File: config.mk
export PLATFORM = sky130hd
export DESIGN_NAME = mem_port_arbiter
export DESIGN_NICKNAME = d
export VERILOG_FILES = /design/src/rtl/mem_port_arbiter.sv
export SDC_FILE = /design/constraint.sdc
export NUM_CORES = 1
export LEC_CHECK = 0
export ABC_AREA = 1
export CAP_MARGIN = 20
export CORE_AREA = 2 2 98 100
export DETAILED_ROUTE_END_ITERATION = 10
export DIE_AREA = 0 0 100 102
export PLACE_DENSITY = 0.84
export SETUP_SLACK_MARGIN = 0.15
export SKIP_LAST_GASP = 1
export SLEW_MARGIN = 20
export SYNTH_ARGS = -nofsm -noshare
export SYNTH_HDL_FRONTEND = slang
export SYNTH_SLANG_ARGS = --single-unit
File: constraint.sdc
create_clock -name clk -period 3.8 [get_ports clk]
set_clock_uncertainty 0.1 [all_clocks]
set_input_delay 0.76 -clock clk [delete_from_list [all_inputs] [get_ports clk]]
set_output_delay 0.76 -clock clk [all_outputs]
set_load 0.05 [all_outputs]
File: src/rtl/mem_port_arbiter.sv
// mem_port_arbiter
//
// Lets the instruction-fetch port and the data port of the CPU share one
// single-port synchronous SRAM that holds both code and data. Data accesses
// normally win arbitration. A 4-bit streak counter limits how many data
// grants in a row can be given while a fetch is waiting, so fetches are
// never starved.
//
// Every access takes three cycles:
//   IDLE  -> sample requests and latch the winner's command
//   GRANT -> drive the latched command to the SRAM
//   RESP  -> pulse the owner's ack; read data comes straight from the SRAM
//
// Ports
//   clk, rst                : clock; asynchronous active-low reset
//   code_address            : fetch byte address
//   code_read_enable        : fetch request, held until code_ack
//   code_read_data/code_ack : fetch data and one-cycle completion pulse
//   data_address            : load/store byte address
//   data_read_enable        : load request, held until data_read_ack
//   data_write_enable       : store request, held until data_write_ack
//   data_write_byte_enable  : store byte lanes
//   data_write_data         : store data
//   data_read_data/_ack     : load data and one-cycle completion pulse
//   data_write_ack          : one-cycle store completion pulse
//   mem_*                   : command to the SRAM and its registered read data
//   busy                    : high while an access is in GRANT or RESP
module mem_port_arbiter #(
  parameter int ADDR_W          = 10,
  parameter int MAX_DATA_STREAK = 4
) (
  input  logic              clk,
  input  logic              rst,
  input  logic [31:0]       code_address,
  input  logic              code_read_enable,
  output logic [31:0]       code_read_data,
  output logic              code_ack,
  input  logic [31:0]       data_address,
  input  logic              data_read_enable,
  input  logic              data_write_enable,
  input  logic [3:0]        data_write_byte_enable,
  input  logic [31:0]       data_write_data,
  output logic [31:0]       data_read_data,
  output logic              data_read_ack,
  output logic              data_write_ack,
  output logic [ADDR_W-1:0] mem_address,
  output logic [31:0]       mem_write_data,
  output logic [3:0]        mem_write_byte_enable,
  output logic              mem_write_enable,
  output logic              mem_read_enable,
  input  logic [31:0]       mem_read_data,
  output logic              busy
);

  typedef enum logic [1:0] {
    IDLE  = 2'd0,
    GRANT = 2'd1,
    RESP  = 2'd2
  } state_t;

  localparam logic [3:0] MAX_STREAK = 4'(MAX_DATA_STREAK);

  state_t            state;
  state_t            next_state;

  // Latched command of the access currently in flight.
  logic [ADDR_W-1:0] cmd_addr;
  logic              cmd_code;
  logic              cmd_write;
  logic [3:0]        cmd_lanes;
  logic [31:0]       cmd_wdata;

  logic [3:0]        streak;

  logic              data_req;
  logic              any_req;
  logic              pick_code;

  // Byte-offset bits and address bits above the SRAM range are not needed.
  logic              unused_addr_bits;
  assign unused_addr_bits = ^{code_address[31:ADDR_W+2], code_address[1:0],
                              data_address[31:ADDR_W+2], data_address[1:0]};

  // Code only beats a pending data request once the streak has saturated.
  always_comb begin
    data_req  = data_read_enable | data_write_enable;
    any_req   = code_read_enable | data_req;
    pick_code = code_read_enable & (~data_req | (streak == MAX_STREAK));
  end

  always_comb begin
    next_state = state;
    case (state)
      IDLE:    if (any_req) next_state = GRANT;
      GRANT:   next_state = RESP;
      RESP:    next_state = IDLE;
      default: next_state = IDLE;
    endcase
  end

  // All outputs are decoded from the state so that reset clears them at once.
  always_comb begin
    mem_address           = '0;
    mem_write_data        = '0;
    mem_write_byte_enable = '0;
    mem_write_enable      = 1'b0;
    mem_read_enable       = 1'b0;
    code_ack              = 1'b0;
    code_read_data        = '0;
    data_read_ack         = 1'b0;
    data_read_data        = '0;
    data_write_ack        = 1'b0;
    busy                  = (state != IDLE);
    case (state)
      GRANT: begin
        mem_address = cmd_addr;
        if (cmd_write) begin
          mem_write_enable      = 1'b1;
          mem_write_byte_enable = cmd_lanes;
          mem_write_data        = cmd_wdata;
        end else begin
          mem_read_enable = 1'b1;
        end
      end
      RESP: begin
        if (cmd_code) begin
          code_ack       = 1'b1;
          code_read_data = mem_read_data;
        end else if (cmd_write) begin
          data_write_ack = 1'b1;
        end else begin
          data_read_ack  = 1'b1;
          data_read_data = mem_read_data;
        end
      end
      default: ;
    endcase
  end

  // Requests are only looked at in IDLE; the command is frozen for the rest
  // of the access. A simultaneous data read and write is treated as a write.
  always_ff @(posedge clk or negedge rst) begin
    if (!rst) begin
      state     <= IDLE;
      cmd_addr  <= '0;
      cmd_code  <= 1'b0;
      cmd_write <= 1'b0;
      cmd_lanes <= '0;
      cmd_wdata <= '0;
      streak    <= '0;
    end else begin
      state <= next_state;
      if (state == IDLE) begin
        if (any_req) begin
          if (pick_code) begin
            cmd_addr  <= code_address[ADDR_W+1:2];
            cmd_code  <= 1'b1;
            cmd_write <= 1'b0;
            cmd_lanes <= '0;
            cmd_wdata <= '0;
          end else begin
            cmd_addr  <= data_address[ADDR_W+1:2];
            cmd_code  <= 1'b0;
            cmd_write <= data_write_enable;
            cmd_lanes <= data_write_byte_enable;
            cmd_wdata <= data_write_data;
          end
        end
        // The streak only counts data grants that made a fetch wait.
        if (!code_read_enable || pick_code) begin
          streak <= '0;
        end else if (data_req && streak != MAX_STREAK) begin
          streak <= streak + 4'd1;
        end
      end
    end
  end

endmodule

==> results of run 1 <==
[metrics by stage]
stage	power [W]	instance area, um2	setup WS (ns)	hold slack (ns)
2_1_floorplan	0.00259	3210	0.598	0.349
3_3_place_gp	0.00334	5630	0.694	0.362
3_5_place_dp	0.00340	5630	0.609	0.365
4_1_cts	0.00381	5750	0.265	0.392
5_1_grt	0.00404	5760	0.0802	0.408
6_report	0.00378	5760	0.281	0.390
[layout by cell type (no fill, tap or decap), drive strengths merged]
cell type | Yosys | layout
diode | 0 | 4
nand2 | 146 | 146
nand3 | 62 | 62
xnor2 | 1 | 1
inv | 80 | 82
clkdlybuf4s50 | 0 | 174
bufinv | 0 | 1
xor2 | 1 | 1
o21ai | 3 | 3
ha | 2 | 2
nor2 | 120 | 120
buf | 21 | 41
dfrtp | 54 | 54
o21a | 1 | 1
clkbuf | 11 | 5
nor3 | 1 | 1
[worst max path at each step]
| stage | start | end | cells after the start |
|---|---|---|---|
| detailed placement | state[1]$_DFFE_PN0P_ | code_read_data[31] | 7 |
| floorplan | state[1]$_DFFE_PN0P_ | code_read_data[10] | 7 |
| CTS | state[1]$_DFFE_PN0P_ | code_read_data[31] | 7 |
| finish | state[1]$_DFFE_PN0P_ | code_read_data[31] | 7 |
| global placement | state[1]$_DFFE_PN0P_ | code_read_data[14] | 7 |
| global route | state[1]$_DFFE_PN0P_ | code_read_data[31] | 7 |
[cell families (layout without fill, tap and decap cells)]
group / count (synthesis) / in the layout / share of synthesized area
AO/OA/AOI/OAI: 4 / 4 / 0.00703
XOR/XNOR: 2 / 2 / 0.00547
buffers and inverters: 112 / 303 / 0.144
AND/OR/NAND/NOR: 329 / 329 / 0.415
flip-flops: 54 / 54 / 0.422
other: 0 / 4 / 0
adder cells (fa/ha/maj): 2 / 2 / 0.00781
[flip-flops by register name (all words and copies together) (netlist names)]
name / count
cmd_wdata: 32
cmd_addr: 10
state: 2
cmd_code: 1
cmd_write: 1
cmd_lanes: 4
streak: 4
[per-layer routing]
layer,vias up,global-route usage,part of all wire
li1,1853,-,-
met1,1730,0.234,0.37
met2,152,0.392,0.52
met3,26,0.0342,0.062
met4,0,0.123,0.047
met5,-,0,0
[power breakdown]
group / total, W / switching (W) / internal, W
logic: 0.00239 / 0.00159 / 0.000796
clock network: 0.000399 / 0.000198 / 0.000201
registers: 0.000995 / 0.000154 / 0.000842
total: 0.00378 / 0.00194 / 0.00184
[worst max-delay path, delay by kind of cell, from the launching register on]
kind,cells,cell delay (ns)
buf+inv,4,1.36
flops,1,0.42
simple gates,3,0.55
[Yosys cell counts]
master    instances
dfrtp_1          54
nand3_1          62
xnor2_1           1
inv_2             2
ha_1              2
clkbuf_1         11
buf_6             2
o21a_1            1
nor2_1          118
nand2_1         146
o21ai_0           3
inv_1            78
nor3_1            1
xor2_1            1
buf_2            17
nor2_4            2
buf_4             1
buf_1             1
[area by class of cell]
class / count / area, um2 / area share
Inverter: 80 / 300 / 0.0522
Clock inverter: 3 / 47.5 / 0.00826
Timing Repair Buffer: 215 / 2450 / 0.425
Antenna cell: 4 / 10.0 / 0.00174
Tap cell: 111 / 139 / 0.0241
Multi-Input combinational cell: 337 / 1390 / 0.242
Sequential cell: 54 / 1350 / 0.235
Clock buffer: 5 / 68.8 / 0.0120
==> impl_metrics.env, run 1 <==
export IMPL_status="finished, final reports clean"
export IMPL_synth_top_area_cell="dfrtp_1"
export IMPL_yosysWarnings=0
export IMPL_relSlewSlack=0.380
export IMPL_hpwl_mm=8.53
export IMPL_num_rows=35
export IMPL_vdd_drop_max_mv=0.350
export IMPL_drc=0
export IMPL_io_pins=253
export IMPL_finalMaxSlewViolations=0
export IMPL_place_gp_congestion=0.860
export IMPL_path_clk_slew_ns=0.10
export IMPL_routedWlPerCell_um=13.9
export IMPL_fin_crit_sh=0.926
export IMPL_die_w_um=100
export IMPL_ys_seq_elements=54
export IMPL_hold_path_startpoint="cmd_wdata[14]$_DFFE_PN0P_"
export IMPL_antenna_found_initial=4
export IMPL_finish_utilization=0.632
export IMPL_r2r_end="cmd_addr[6]$_DFFE_PN0P_"
export IMPL_core_area_mm2=0.00911
export IMPL_hold_violations=0
export IMPL_crit_path_max_incr_delay_ns=0.83
export IMPL_end_kind="output port"
export IMPL_cts_tree="done"
export IMPL_numCtsBuffers=5
export IMPL_r2r_cells=9
export IMPL_htreeDepth=2
export IMPL_required_ns=2.94
export IMPL_worstPathArrival_ns=2.66
export IMPL_seq_area_frac_synth=0.422
export IMPL_cts_root_buf="clkbuf_8"
export IMPL_grt_overflow_total=0
export IMPL_die_area_mm2=0.0102
export IMPL_tightest_slew_ns=0.929
export IMPL_slowest_stage="clkdlybuf4s50_1"
export IMPL_max_freq_ghz=0.284
export IMPL_crit_chain="inv_1 > nor2_1 > inv_1 > nor2_1 > inv_1 > nor2_1 > clkdlybuf4s50_1"
export IMPL_cts_resized=0
export IMPL_synth_avg_cell_area_um2=6.37
export IMPL_max_cap_viol_count=0
export IMPL_area_growth_pct=79.6
export IMPL_setup_violations=0
export IMPL_nNetsFinal=832
export IMPL_ff2ff_setup_slack_ns=1.87
export IMPL_syn_inst=503
export IMPL_synth_top_area_share=0.422
export IMPL_start_kind="register"
export IMPL_fillers=778
export IMPL_p_per_area_mw_per_mm2=657
export IMPL_drive_gt1_frac=0.0764
export IMPL_grt_max_degree=50
export IMPL_rsz0062_at_grt="true"
export IMPL_grt_pass1_vias=3675
export IMPL_cp_max_fo=32
export IMPL_reg2reg_from="streak[0]$_DFFE_PN0P_"
export IMPL_fin_cells=809
export IMPL_cts_hold_repair_buffers=0
export IMPL_port_buffers=208
export IMPL_worstSetupPathType="reg2out"
export IMPL_fin_crit_ns=3.52
export IMPL_synth_nets=642
export IMPL_placed_cells=797
export IMPL_tns_ns=0
export IMPL_grt_usage=0.213
export IMPL_initial_core_util=0.352
export IMPL_grt_first_pass_wirelength_mm=17.5
export IMPL_syn_cell_area_mm2=0.00321
export IMPL_hold_end="cmd_wdata[14]$_DFFE_PN0P_"
export IMPL_first_iter_violations=171
export IMPL_first_pass_iters=4
export IMPL_clkSinkCount=54
export IMPL_cts_setup_buffers=0
export IMPL_whs_path_depth=2
export IMPL_synth_distinct_cells=18
export IMPL_ant_nets=0
export IMPL_ys_top_cells_by_area="dfrtp_1 42%, nand2_1 17%, nor2_1 14%"
export IMPL_fp_dieH_um=102
export IMPL_cts_buffer_depth=2
export IMPL_hold_path_class="reg2reg"
export IMPL_clkLatencyLatePin_ns=0.30
export IMPL_wl_mm=11.2
export IMPL_post_drt_via_cell_ratio=4.65
export IMPL_p_leak_nw=2.83
export IMPL_dr_total_vias=3761
(Power assumes the default switching activity.)
==> inputs of run 2 (changes only) <==
- CORE_AREA: 2 2 98 100 -> unset
- CORE_MARGIN: unset -> 1.5
- CORE_UTILIZATION: unset -> 36
- DIE_AREA: 0 0 100 102 -> unset
- PLACE_DENSITY: 0.84 -> 0.86
- SETUP_SLACK_MARGIN: 0.15 -> 0.2
==> impl_metrics.env, run 2 (synthesis results as in run 1) <==
export IMPL_post_drt_via_cell_ratio=4.72
export IMPL_placed_cells=794
export IMPL_hold_violations=0
export IMPL_end_kind="output port"
export IMPL_fillers=725
export IMPL_worstPathArrival_ns=2.68
export IMPL_fin_crit_sh=0.931
export IMPL_vdd_drop_max_mv=0.404
export IMPL_num_rows=34
export IMPL_grt_first_pass_wirelength_mm=17.2
export IMPL_holdWs_ns=0.338
export IMPL_die_w_um=97.4
export IMPL_r2r_cells=8
export IMPL_worstSetupPathType="reg2out"
export IMPL_hold_path_class="in2async"
export IMPL_ff2ff_setup_slack_ns=1.78
export IMPL_hpwl_mm=8.34
export IMPL_reg_top3="cmd_wdata x32, cmd_addr x10"
export IMPL_worst_path_buf_inv=5
export IMPL_drive_gt1_frac=0.0818
export IMPL_finalWorstSetupSlack_ns=0.263
export IMPL_drc=0
export IMPL_finalMaxSlewViolations=0
export IMPL_grt_pass1_vias=3713
export IMPL_first_pass_iters=4
export IMPL_place_gp_congestion=0.877
export IMPL_tightest_slew_ns=0.768
export IMPL_fin_crit_ns=3.54
export IMPL_slowest_stage="clkdlybuf4s50_1"
export IMPL_cp_startpoint="state[1]$_DFFE_PN0P_"
export IMPL_reg2reg_from="streak[0]$_DFFE_PN0P_"
export IMPL_path_clk_slew_ns=0.10
export IMPL_regMostFlops="cmd_wdata"
export IMPL_port_buffers=208
export IMPL_initial_core_util=0.369
export IMPL_clkLatencyLatePin_ns=0.30
export IMPL_crit_top_cell="nor2_1"
export IMPL_clkSinkCount=54
export IMPL_finish_utilization=0.674
export IMPL_max_cap_viol_count=0
export IMPL_required_ns=2.94
export IMPL_r2r_end="cmd_write$_DFFE_PN0P_"
export IMPL_routedWlPerCell_um=13.6
export IMPL_first_iter_violations=243
export IMPL_max_freq_ghz=0.283
export IMPL_cts_buffer_depth=2
export IMPL_htreeDepth=2
export IMPL_grt_usage=0.222
export IMPL_p_leak_nw=3.29
export IMPL_tns_ns=0
export IMPL_final_common_cell="clkdlybuf4s50_1"
export IMPL_core_area_mm2=0.00868
export IMPL_cts_tree="done"
export IMPL_cp_max_fo=15
export IMPL_final_cell_mix="149 x clkdlybuf4s50_1, 146 x nand2_1, 118 x nor2_1"
export IMPL_crit_chain="inv_1 > nor2_1 > inv_1 > nor2_1 > clkinvlp_4 > buf_4 > nor2_1 > clkdlybuf4s50_1"
export IMPL_crit_path_max_incr_delay_ns=0.83
export IMPL_ant_nets=0
export IMPL_cts_root_buf="clkbuf_8"
export IMPL_grt_overflow_total=0
export IMPL_io_pins=253
export IMPL_setup_violations=0
export IMPL_grt_max_degree=50
export IMPL_nNetsFinal=835
export IMPL_cp_top_family="buffers and inverters"
export IMPL_numCtsBuffers=5
export IMPL_dpl_worst_slack_ns=0.645
export IMPL_fin_cells=807
export IMPL_wl_mm=11.0
export IMPL_antenna_found_initial=2
export IMPL_largest_register_ffs=32
export IMPL_area_growth_pct=82.4
export IMPL_rsz0062_at_grt="true"
export IMPL_start_kind="register"
export IMPL_relSlewSlack=0.488
export IMPL_status="finished, final reports clean"
export IMPL_dr_total_vias=3808
export IMPL_die_area_mm2=0.00948
export IMPL_fp_dieH_um=97.4
export IMPL_p_per_area_mw_per_mm2=648
-- run 2: cell count changes in the layout (fill, tap and decap cells not counted) --
cell and change:
buf_12 +1, buf_4 +1, clkdlybuf4s50_1 -25, clkinv_2 +1, clkinvlp_4 +2, diode_2 -2, dlymetal6s2s_1 +25, inv_1 -1
inv_6 -1
-- run 2: metrics by stage --
step	cell area (um2)	power [W]
after floorplan	3210	0.00259
after global placement	5640	0.00334
after detailed placement	5640	0.00341
after CTS	5750	0.00381
after global routing	5850	0.00404
final	5850	0.00379
-- run 2: metal layers --
| metal | global-route usage | wire, um | vias to the layer above | part of all wire |
|---|---|---|---|---|
| li1 | - | - | 1861 | - |
| met1 | 0.241 | 4100 | 1747 | 0.37 |
| met2 | 0.430 | 5890 | 176 | 0.54 |
| met3 | 0.0353 | 677 | 24 | 0.062 |
| met4 | 0.0769 | 330 | 0 | 0.030 |
| met5 | 0 | 0 | - | 0 |
-- run 2: worst max-delay path by stage --
stage                     cells past startpoint            endpoint  slack, ns
after global placement                        7  code_read_data[28]       0.70
after detailed placement                      6  mem_write_data[24]       0.65
after global routing                          8  code_read_data[21]       0.07
after CTS                                     6  mem_write_data[24]       0.30
after floorplan                               7  code_read_data[10]       0.60
final                                         8  code_read_data[21]       0.26
-- run 2: area by class of cell --
type,count,area [um2],share of cell area
Timing Repair Buffer,217,2540,0.434
Multi-Input combinational cell,337,1390,0.238
Sequential cell,54,1350,0.231
Inverter,80,304,0.0520
Tap cell,108,135,0.0231
Clock buffer,5,68.8,0.0118
Clock inverter,3,43.8,0.00749
Timing Repair inverter,1,7.51,0.00128
Antenna cell,2,5.00,0.000856
-- run 2: power by group --
| part | leakage, nW | switching (W) | total, W | internal (W) |
|---|---|---|---|---|
| logic | 2.56 | 0.00157 | 0.00238 | 0.000812 |
| clock network | 0.0585 | 0.000183 | 0.000380 | 0.000198 |
| registers | 0.674 | 0.000181 | 0.00102 | 0.000842 |
-- run 2: repair_timing --
action / in CTS / in global routing
buffers inserted: 0 / 2
resized for setup: 0 / 27
setup endpoints to repair: 0 / 51
hold buffers: 0 / 0
==> inputs of run 3 (changes only) <==
- ABC_CLOCK_PERIOD_IN_PS: unset -> 3800
- SLEW_MARGIN: 20 -> unset
==> results of run 3 <==
Same layout as run 2: the final DEF is identical, and so are final timing and power.
